**config.mk**
```make
export PLATFORM = sky130hd
export DESIGN_NAME = fetch_unit
export DESIGN_NICKNAME = d
export VERILOG_FILES = /design/src/rtl/fetch_unit_pkg.sv /design/src/rtl/fetch_fifo.sv /design/src/rtl/fetch_unit.sv
export SDC_FILE = /design/constraint.sdc
export NUM_CORES = 1
export LEC_CHECK = 0
export ABC_AREA = 0
export CAP_MARGIN = 10
export CELL_PAD_IN_SITES_DETAIL_PLACEMENT = 0
export CELL_PAD_IN_SITES_GLOBAL_PLACEMENT = 2
export CORE_ASPECT_RATIO = 0.75
export CORE_MARGIN = 10
export CORE_UTILIZATION = 36
export DETAILED_ROUTE_END_ITERATION = 7
export GPL_TIMING_DRIVEN = 1
export HOLD_SLACK_MARGIN = 0.08
export PLACE_DENSITY = 0.85
export SETUP_SLACK_MARGIN = 0.02
export SLEW_MARGIN = 25
export SYNTH_ARGS = -nofsm -noshare
export SYNTH_HDL_FRONTEND = slang
export SYNTH_SLANG_ARGS = --single-unit
```
**constraint.sdc**
```tcl
create_clock -name clk -period 13.13 [get_ports clk]
set_input_delay 3.2825 -clock clk [delete_from_list [all_inputs] [get_ports clk]]
set_output_delay 3.2825 -clock clk [all_outputs]
set_load 0.02 [all_outputs]
```
**src/rtl/fetch_unit_pkg.sv**
```systemverilog
`default_nettype none
// ============================================================================
//  Module      : fetch_unit_pkg
//  Description : Shared types and constants for the instruction fetch unit.
//  Revision    : 1.0 - initial release
// ============================================================================
package fetch_unit_pkg;

  // One fetch-queue entry: the instruction together with the PC it came from.
  typedef struct packed {
    logic [31:0] pc;
    logic [31:0] instr;
  } fetch_entry_t;

  // Presented on InstrD whenever no valid instruction is at the head.
  localparam logic [31:0] NOP = 32'h0000_0013;

  // Count width covers occupancies 0..8 (largest legal queue depth).
  localparam int CNT_W = 4;

endpackage : fetch_unit_pkg
`default_nettype wire

```
**src/rtl/fetch_fifo.sv**
```systemverilog
`default_nettype none
// ============================================================================
//  Module      : fetch_fifo
//  Description : Small circular queue of fetched instructions with flush.
//                Control state is reset; entry storage is not.
//  Revision    : 1.0 - initial release
// ============================================================================
module fetch_fifo
  import fetch_unit_pkg::*;
#(
  parameter int DEPTH = 2
) (
  input  logic             clk,
  input  logic             rst,
  input  logic             push_i,
  input  fetch_entry_t     push_data_i,
  input  logic             pop_i,
  input  logic             flush_i,
  output fetch_entry_t     head_o,
  output logic [CNT_W-1:0] count_o
);

  localparam int PTR_W = $clog2(DEPTH);
  localparam logic [PTR_W-1:0] LAST_PTR = PTR_W'(DEPTH - 1);

  fetch_entry_t     mem_q [DEPTH];
  logic [PTR_W-1:0] wr_ptr_q, wr_ptr_d;
  logic [PTR_W-1:0] rd_ptr_q, rd_ptr_d;
  logic [CNT_W-1:0] count_q, count_d;

  // Pointer/count next state; flush wins over any push or pop.
  always_comb begin
    wr_ptr_d = wr_ptr_q;
    rd_ptr_d = rd_ptr_q;
    count_d  = count_q;
    if (flush_i) begin
      wr_ptr_d = '0;
      rd_ptr_d = '0;
      count_d  = '0;
    end else begin
      if (push_i) wr_ptr_d = (wr_ptr_q == LAST_PTR) ? '0 : wr_ptr_q + 1'b1;
      if (pop_i)  rd_ptr_d = (rd_ptr_q == LAST_PTR) ? '0 : rd_ptr_q + 1'b1;
      count_d = count_q + CNT_W'(push_i) - CNT_W'(pop_i);
    end
  end

  // Control registers, cleared asynchronously.
  always_ff @(posedge clk or posedge rst) begin
    if (rst) begin
      wr_ptr_q <= '0;
      rd_ptr_q <= '0;
      count_q  <= '0;
    end else begin
      wr_ptr_q <= wr_ptr_d;
      rd_ptr_q <= rd_ptr_d;
      count_q  <= count_d;
    end
  end

  // Entry storage write; no reset since validity is tracked by count.
  always_ff @(posedge clk) begin
    if (push_i && !flush_i) mem_q[wr_ptr_q] <= push_data_i;
  end

  assign head_o  = mem_q[rd_ptr_q];
  assign count_o = count_q;

endmodule : fetch_fifo
`default_nettype wire

```
**src/rtl/fetch_unit.sv**
```systemverilog
`default_nettype none
// ============================================================================
//  Module      : fetch_unit
//  Description : Instruction fetch front end. Issues sequential reads to a
//                one-cycle-latency instruction memory, buffers returns in a
//                small queue and handles decode stalls and execute redirects.
//  Revision    : 1.0 - initial release
// ============================================================================
module fetch_unit
  import fetch_unit_pkg::*;
#(
  parameter logic [31:0] RESET_PC = 32'h0000_0000,
  parameter int          DEPTH    = 2
) (
  input  logic        clk,
  input  logic        rst,
  input  logic        StallD,
  input  logic        PCSrcE,
  input  logic [31:0] PCTargetE,
  output logic        ImemEn,
  output logic [31:0] ImemAddr,
  input  logic [31:0] ImemRdata,
  output logic        ValidD,
  output logic [31:0] InstrD,
  output logic [31:0] PCD,
  output logic [31:0] PCPlus4D
);

  logic [31:0]      pcf_q, pcf_d;
  logic             inflight_q, inflight_d;
  logic [31:0]      infl_pc_q, infl_pc_d;

  logic [CNT_W-1:0] w_count;
  fetch_entry_t     w_head;
  fetch_entry_t     w_push_data;
  logic             w_pop;
  logic             w_push;
  logic             w_issue;
  logic [CNT_W:0]   w_occ;

  assign ValidD = (w_count != '0);
  assign w_pop  = ValidD && !StallD && !PCSrcE;
  assign w_push = inflight_q && !PCSrcE;

  // Occupancy after this cycle's pop, counting the slot reserved by the
  // outstanding request; a new read is only issued if it will have room.
  assign w_occ   = {1'b0, w_count} + (CNT_W+1)'(inflight_q) - (CNT_W+1)'(w_pop);
  assign w_issue = !rst && !PCSrcE && (w_occ < (CNT_W+1)'(DEPTH));

  assign ImemEn   = w_issue;
  assign ImemAddr = pcf_q;

  assign w_push_data.pc    = infl_pc_q;
  assign w_push_data.instr = ImemRdata;

  // Next fetch PC and in-flight tracking; a redirect overrides everything.
  always_comb begin
    pcf_d      = pcf_q;
    infl_pc_d  = infl_pc_q;
    inflight_d = w_issue;
    if (PCSrcE) begin
      pcf_d = PCTargetE & 32'hFFFF_FFFC;
    end else if (w_issue) begin
      pcf_d     = pcf_q + 32'd4;
      infl_pc_d = pcf_q;
    end
  end

  // Fetch PC and in-flight registers, cleared asynchronously.
  always_ff @(posedge clk or posedge rst) begin
    if (rst) begin
      pcf_q      <= RESET_PC;
      inflight_q <= 1'b0;
      infl_pc_q  <= '0;
    end else begin
      pcf_q      <= pcf_d;
      inflight_q <= inflight_d;
      infl_pc_q  <= infl_pc_d;
    end
  end

  fetch_fifo #(
    .DEPTH (DEPTH)
  ) u_fifo (
    .clk         (clk),
    .rst         (rst),
    .push_i      (w_push),
    .push_data_i (w_push_data),
    .pop_i       (w_pop),
    .flush_i     (PCSrcE),
    .head_o      (w_head),
    .count_o     (w_count)
  );

  // Head outputs are gated so nothing undefined leaks out of an empty queue.
  assign InstrD   = ValidD ? w_head.instr : NOP;
  assign PCD      = ValidD ? w_head.pc    : 32'd0;
  assign PCPlus4D = PCD + 32'd4;

endmodule : fetch_unit
`default_nettype wire

```
* Word-level counts from Yosys, hierarchy flattened
Memories as Yosys holds them, arrays and structs flattened.
Index checks and enable logic that the tools add are counted.
** Cells by class
- Reductions and logical operators :: 14
- $lt $le $gt $ge :: 1
- Bitwise logic cells :: 1
- $add $sub $neg :: 8
- Mux-type cells :: 13
** Operators by type and width (number)
- $mux 32 :: 4
- $add 32x3->32 const B :: 2
- $mux 1 :: 8
- $logic_and 1x1->1 :: 6
- $reduce_bool 2->1 :: 3
- $add 4x1->5 :: 1
- $lt 5x2->1 const B :: 1
- $sub 5x1->5 :: 1
- $add 4x1->4 :: 1
- $mux 4 :: 1
- $reduce_bool 4->1 :: 1
- $sub 4x1->4 :: 1
- $logic_not 1->1 :: 3
- $add 1x1->1 const B :: 2
- $reduce_and 2->1 :: 1
- $not 1->1 :: 1
** Word-level totals
- Word-level logic and storage cells :: 44
- Output and inout port bits :: 130
- Flip-flop bits (word level) :: 71
- Memories kept :: 1
- Input bits :: 68
- RAM bits :: 128
** Memory list
- u_fifo.mem_q :: depth 2, bits a word 64, read ports 1, clocked after memory_dff 0, wr ports 1, RTL line fetch_fifo.sv:26 : fetch_entry_t mem_q [DEPTH];

* Logic depth before layout (Yosys ltp)
- Word-level depth :: 8
- Gate-level depth with buffers :: 16
- Gate-level depth less buffers :: 14

* By module
From an unflattened synthesis, not the netlist that was laid out.
** Second synthesis, totals
- Cell total of the unflattened synthesis :: 747
- Area, all modules :: 9670.5 sq um
** Modules (own cells, without submodules)
- fetch_fifo :: instances 1, area each 5170.0 sq um, sequential area each 3993.8 sq um, cells an instance 232
- fetch_unit :: instances 1, area each 4500.6 sq um, sequential area each 1526.5 sq um, cells an instance 515

* Worst setup path before layout
No wires, ideal clock.
- Kind :: in2out
- Start point :: input rst
- End point :: output ImemEn
- Setup slack :: 3456 ps
- Data required time :: 9847 ps
- Arrival :: 6391 ps
- Stages :: 7
- Buffers on the path :: 2
- Cells stage by stage :: inv_1 > and4_1 > or4b_1 > a21o_1 > inv_2 > clkbuf_1 > buf_2
** On the way
- Longest elaborated chain between the ends :: 3
** Ends and longest elaborated chain
- start, declared :: RTL line fetch_unit.sv:16 : input logic rst,
- $logic_not 1->1 (no source line)
- $logic_and 1x1->1 (2 in series) :: RTL line fetch_unit.sv:48 : assign w_issue = !rst && !PCSrcE && (w_occ < (CNT_W+1)'(DEPTH));
- end, declared :: RTL line fetch_unit.sv:20 : output logic ImemEn,
Every way passes these cells.

* Final worst setup path
- Start point :: input PCSrcE
- End point :: output ImemEn
** On the way
- Longest elaborated chain between the ends :: 5
- Elaborated cells between the ends (all ways) :: 6
- Those cells by class :: add/sub: 1; order compare: 1; reduce/logical: 4
** Ends and longest elaborated chain
- start, declared :: RTL line fetch_unit.sv:18 : input logic PCSrcE,
- $logic_not 1->1 * :: RTL line fetch_unit.sv:42, fetch_unit.sv:48
- $logic_and 1x1->1 :: RTL line fetch_unit.sv:42 : assign w_pop = ValidD && !StallD && !PCSrcE;
- $sub 5x1->5 :: RTL line fetch_unit.sv:47 : assign w_occ = {1'b0, w_count} + (CNT_W+1)'(inflight_q) - (CNT_W+1)'(w_pop);
- $lt 5x2->1 :: RTL line fetch_unit.sv:48
- $logic_and 1x1->1 * :: RTL line fetch_unit.sv:48
Every way passes the cells marked *; elsewhere a longest branch is shown, timed or not.

==> metrics.md <==
| Metric | Value |
|---|---|
| Outcome | completed |
| Slew at the pin with the worst max-slew slack | 0.882 ns |
| Pin count of the biggest net entering global routing | 71 |
| Routed wirelength normalized by instance count | 19.2 um |
| Final period utilization | 73.6% |
| Required time of the worst setup path | 9.85 ns |
| Final routed DRC violation total | 0 |
| Post-DR vias/cell | 5.01 |
| Die width | 202 um |
| Total global-route track usage | 14.9% |
| Later-pin clock latency in the skew report | around 0.44 ns |
| Cell area after synthesis | 8970 um^2 |
| I/O Pins | ~200 |
| Number of non-filler instances in the completed layout | 1264 |
| Count of max-cap constraint violations | 0 |
| Core Footprint | around 24000 um^2 |
| Sequential cell area | ~5400 um^2 |
| Placed wire-length estimate after detailed placement | 17.1 mm |
| Sequential Power Share | 32.1% |
| Synthesized area divided by synthesized cell count | 12.1 um^2 |
| # diodes | 0 |
| Number of clock buffers inserted by TritonCTS | 17 |
| Via count of the first global-routing pass | 6056 |
| Data arrival time of the critical path | 6.37 ns |
| Crit Path Max Fanout | 53 |
| Highest achievable clock rate | between 0.1 and 0.15 GHz |
| Clock period minus worst slack | 9.66 ns |
| Warnings from Yosys | 0 |
| Total global routing overflow | 0 |
| Worst-case vdd ir drop | 0.000117 V |
| Setup repair after global routing missed its margin | false |
| Worst path top cell family by delay | buffers and inverters |
| Htree depth | 4 |
| Seq/Total Area, Yosys | 60.2% |
| Final max-slew violation count | 0 |
| DRC marker count from the first detailed-route iteration | 470 |
| Total negative slack | 0 ns |
| Total via count in the routed design | about 6.3k |
| Number of synthesized flops with an enable pin | 124 |
| Number of buffers added to fix hold violations after cts | 0 |
| Hold Path Class | reg2reg |
| Largest cells by area after synthesis | edfxtp_1 (42%), dfrtp_1 (19%), mux2i_1 (7.6%) |
| Clock Pin Slew Worst Setup and Hold Paths | about 0.08 ns |
| Cell Chain, Critical Path | buf_2 > buf_4 > nor2_1 > nand2_1 > inv_1 > fa_1 > xor2_1 > and4_1 > or4b_1 > a21o_2 > inv_2 > clkdlybuf4s50_1 |
| Total internal power | 0.00157 W |
| CTS root buffer | clkbuf_16 |
| Share of total power in combinational logic | 47.5% |
| Library cell contributing the largest single delay on the critical path | clkdlybuf4s50_1 |
| Cells after synthesis | roughly 740 |
| Port Buffer Count | 189 |
| Resized Gates After CTS | 0 |
| CTS tree | built |
| Sink Count | approximately 190 |
| Fraction of power spent switching nets | 41.0% |
| Fraction of synthesized cell area taken by the top area cell type | 41.5% |
| Share of synthesized flip-flops with an asynchronous set or reset | 35.1% |
| Setup repair bufs after CTS | 0 |
| Number of fill cells | 2214 |
| Total area of multi-input combinational cells | 3340 um^2 |
| Number of buffers on the longest clock path | 2 |
| Register bit count reported by yosys | 191 |
| Final worst clock skew | 0.0115 ns |
| Cell area power density | 226 nW/um^2 |
| Chip height | around 160 um |
| Weighted congestion at the end of routability-driven global placement | 0.796 |
| CP startpoint kind | input pin |
| Number of nets in the layout | 998 |
| Count of cell types in the netlist | 59 |
| LEAKAGE | 4.38 nW |
| Dominant synthesized flop cell | edfxtp_1 |
| Placed Instances | 1232 |
| Worst Setup Path Type | in2out |
| Relative slew margins | 41.2% |
| Switching component of the power | 0.00109 W |
| Die Footprint | 31700 um^2 |
| Standard-cell rows | 49 |
| Total setup violations reported at the end of the flow | 0 |
| Post-synthesis cell type with the largest combined area | edfxtp_1 |
| Final hold vios | 0 |
| Post-route antenna net violation count | 0 |
| Fraction of layout instances using a drive strength above 1 | 8.25% |
| Wire length of the first global-routing pass | 37.1 mm |
| Delay of the slowest critical-path stage | 0.65 ns |
| Initial cell density of the core | 37.0% |
| Antenna violations before repair | 0 |
| First-pass iteration count of the detailed router | 5 |
| Relative area change from synthesis to final layout | 31.4% |
| Share of total power in the clock network | a little over 20% |
| Type of element capturing the critical path | output port |
| Crit path buf inv count | 5 |
| Wire length after detailed routing | ~24 mm |
[cell type report]
type | count | share of cell area, %
clock inverter | 15 | 1.78
clock buffer | 17 | 3.61
tap | 331 | 3.51
sequential | 191 | 45.8
multi-input combinational | 499 | 28.3
inverter | 14 | 0.446
timing repair buffer | 197 | 16.5
[sequential cells by signal (all words and copies together) (netlist names)]
signal           count
u_fifo.rd_ptr_q      1
inflight_q           1
u_fifo.wr_ptr_q      1
infl_pc_q           30
u_fifo.mem_q       124
u_fifo.count_o       4
ImemAddr            30
[worst paths after layout]
check,startpoint,end,slack (ns),cells past startpoint
worst max register to register,u_fifo.count_o[3],ImemAddr[13],9.18,15
worst min-delay path,infl_pc_q[26],u_fifo.mem_q[1][58],0.48,0
max in group asynchronous,rst,u_fifo.rd_ptr_q,8.98,3
worst min register to register,infl_pc_q[26],u_fifo.mem_q[1][58],0.48,0
worst max-delay path,PCSrcE,ImemEn,3.47,12
min in group asynchronous,rst,ImemAddr[5],3.47,3
[per-layer routing]
layer	vias to the layer above	wire length (um)	part of all wire (%)	global-route usage, %
met3	9	1740	7.2	4.89
met2	172	9720	40	19.0
met1	3093	12600	52	23.4
met4	0	135	0.56	3.12
met5	-	0	0	0
li1	3063	-	-	-
[power by group through the flow]
stage / registers (W) / logic, W / clock network, W
finish: 0.000857 / 0.00127 / 0.000544
global route: 0.000872 / 0.00136 / 0.000583
CTS: 0.000857 / 0.00129 / 0.000556
detailed placement: 0.000870 / 0.00128 / 0
global placement: 0.000866 / 0.00128 / 0
floorplan: 0.000835 / 0.000750 / 0
[metrics by stage]
step	power (W)	setup slack (ns)	util [%]	hold WS [ns]	area (um^2)
floorplan	0.00158	3.46	-	0.442	8990
global placement	0.00215	3.50	45.9	0.450	11200
detailed placement	0.00215	3.47	45.9	0.457	11200
CTS	0.00270	3.46	48.6	0.482	11800
global route	0.00282	3.25	48.6	0.491	11800
finish	0.00267	3.47	48.6	0.478	11800
[logic make-up after synthesis]
family          count (synthesis)  share of synthesized area [%]
mux                            90                           10.3
xor+xnor                       30                           2.93
simple gates                  308                           16.7
other cells                     1                         0.0418
fa+ha+maj                      10                           1.56
compound gates                 55                           5.26
flops                         191                           60.2
buf+inv                        56                           2.96
[cell usage in the layout (no fill, tap or decap), types with 5 or more instances in the layout]
master           netlist  final
conb_1                 1      6
nor3_1                18     18
mux2_2                22     22
ha_1                   8      8
clkbuf_16              0     17
clkdlybuf4s50_1        0    188
nor2_1                77     77
buf_4                  8      8
o21ai_0                5      5
nand2_1              121    121
nand4_1                6      6
mux2i_1               68     68
inv_1                 12     11
edfxtp_1             124    124
dfrtp_1               67     66
nor2b_1                8      8
and3_1                12     11
a221o_1               23     23
xor2_1                14     14
nand3_1               20     20
xnor2_1               16     16
and4_1                 7      7
nor4_1                 7      7
[cell usage after synthesis, types with 7 or more instances]
cell type,instances
buf_4,8
inv_1,12
mux2i_1,68
buf_2,11
mux2_2,22
nor2_1,77
a221o_1,23
nor2b_1,8
and3_1,12
clkbuf_1,17
ha_1,8
and4_1,7
nand3_1,20
xnor2_1,16
nand2_1,121
xor2_1,14
nor4_1,7
edfxtp_1,124
nor3_1,18
dfrtp_1,67
(Power assumes the default switching activity.)
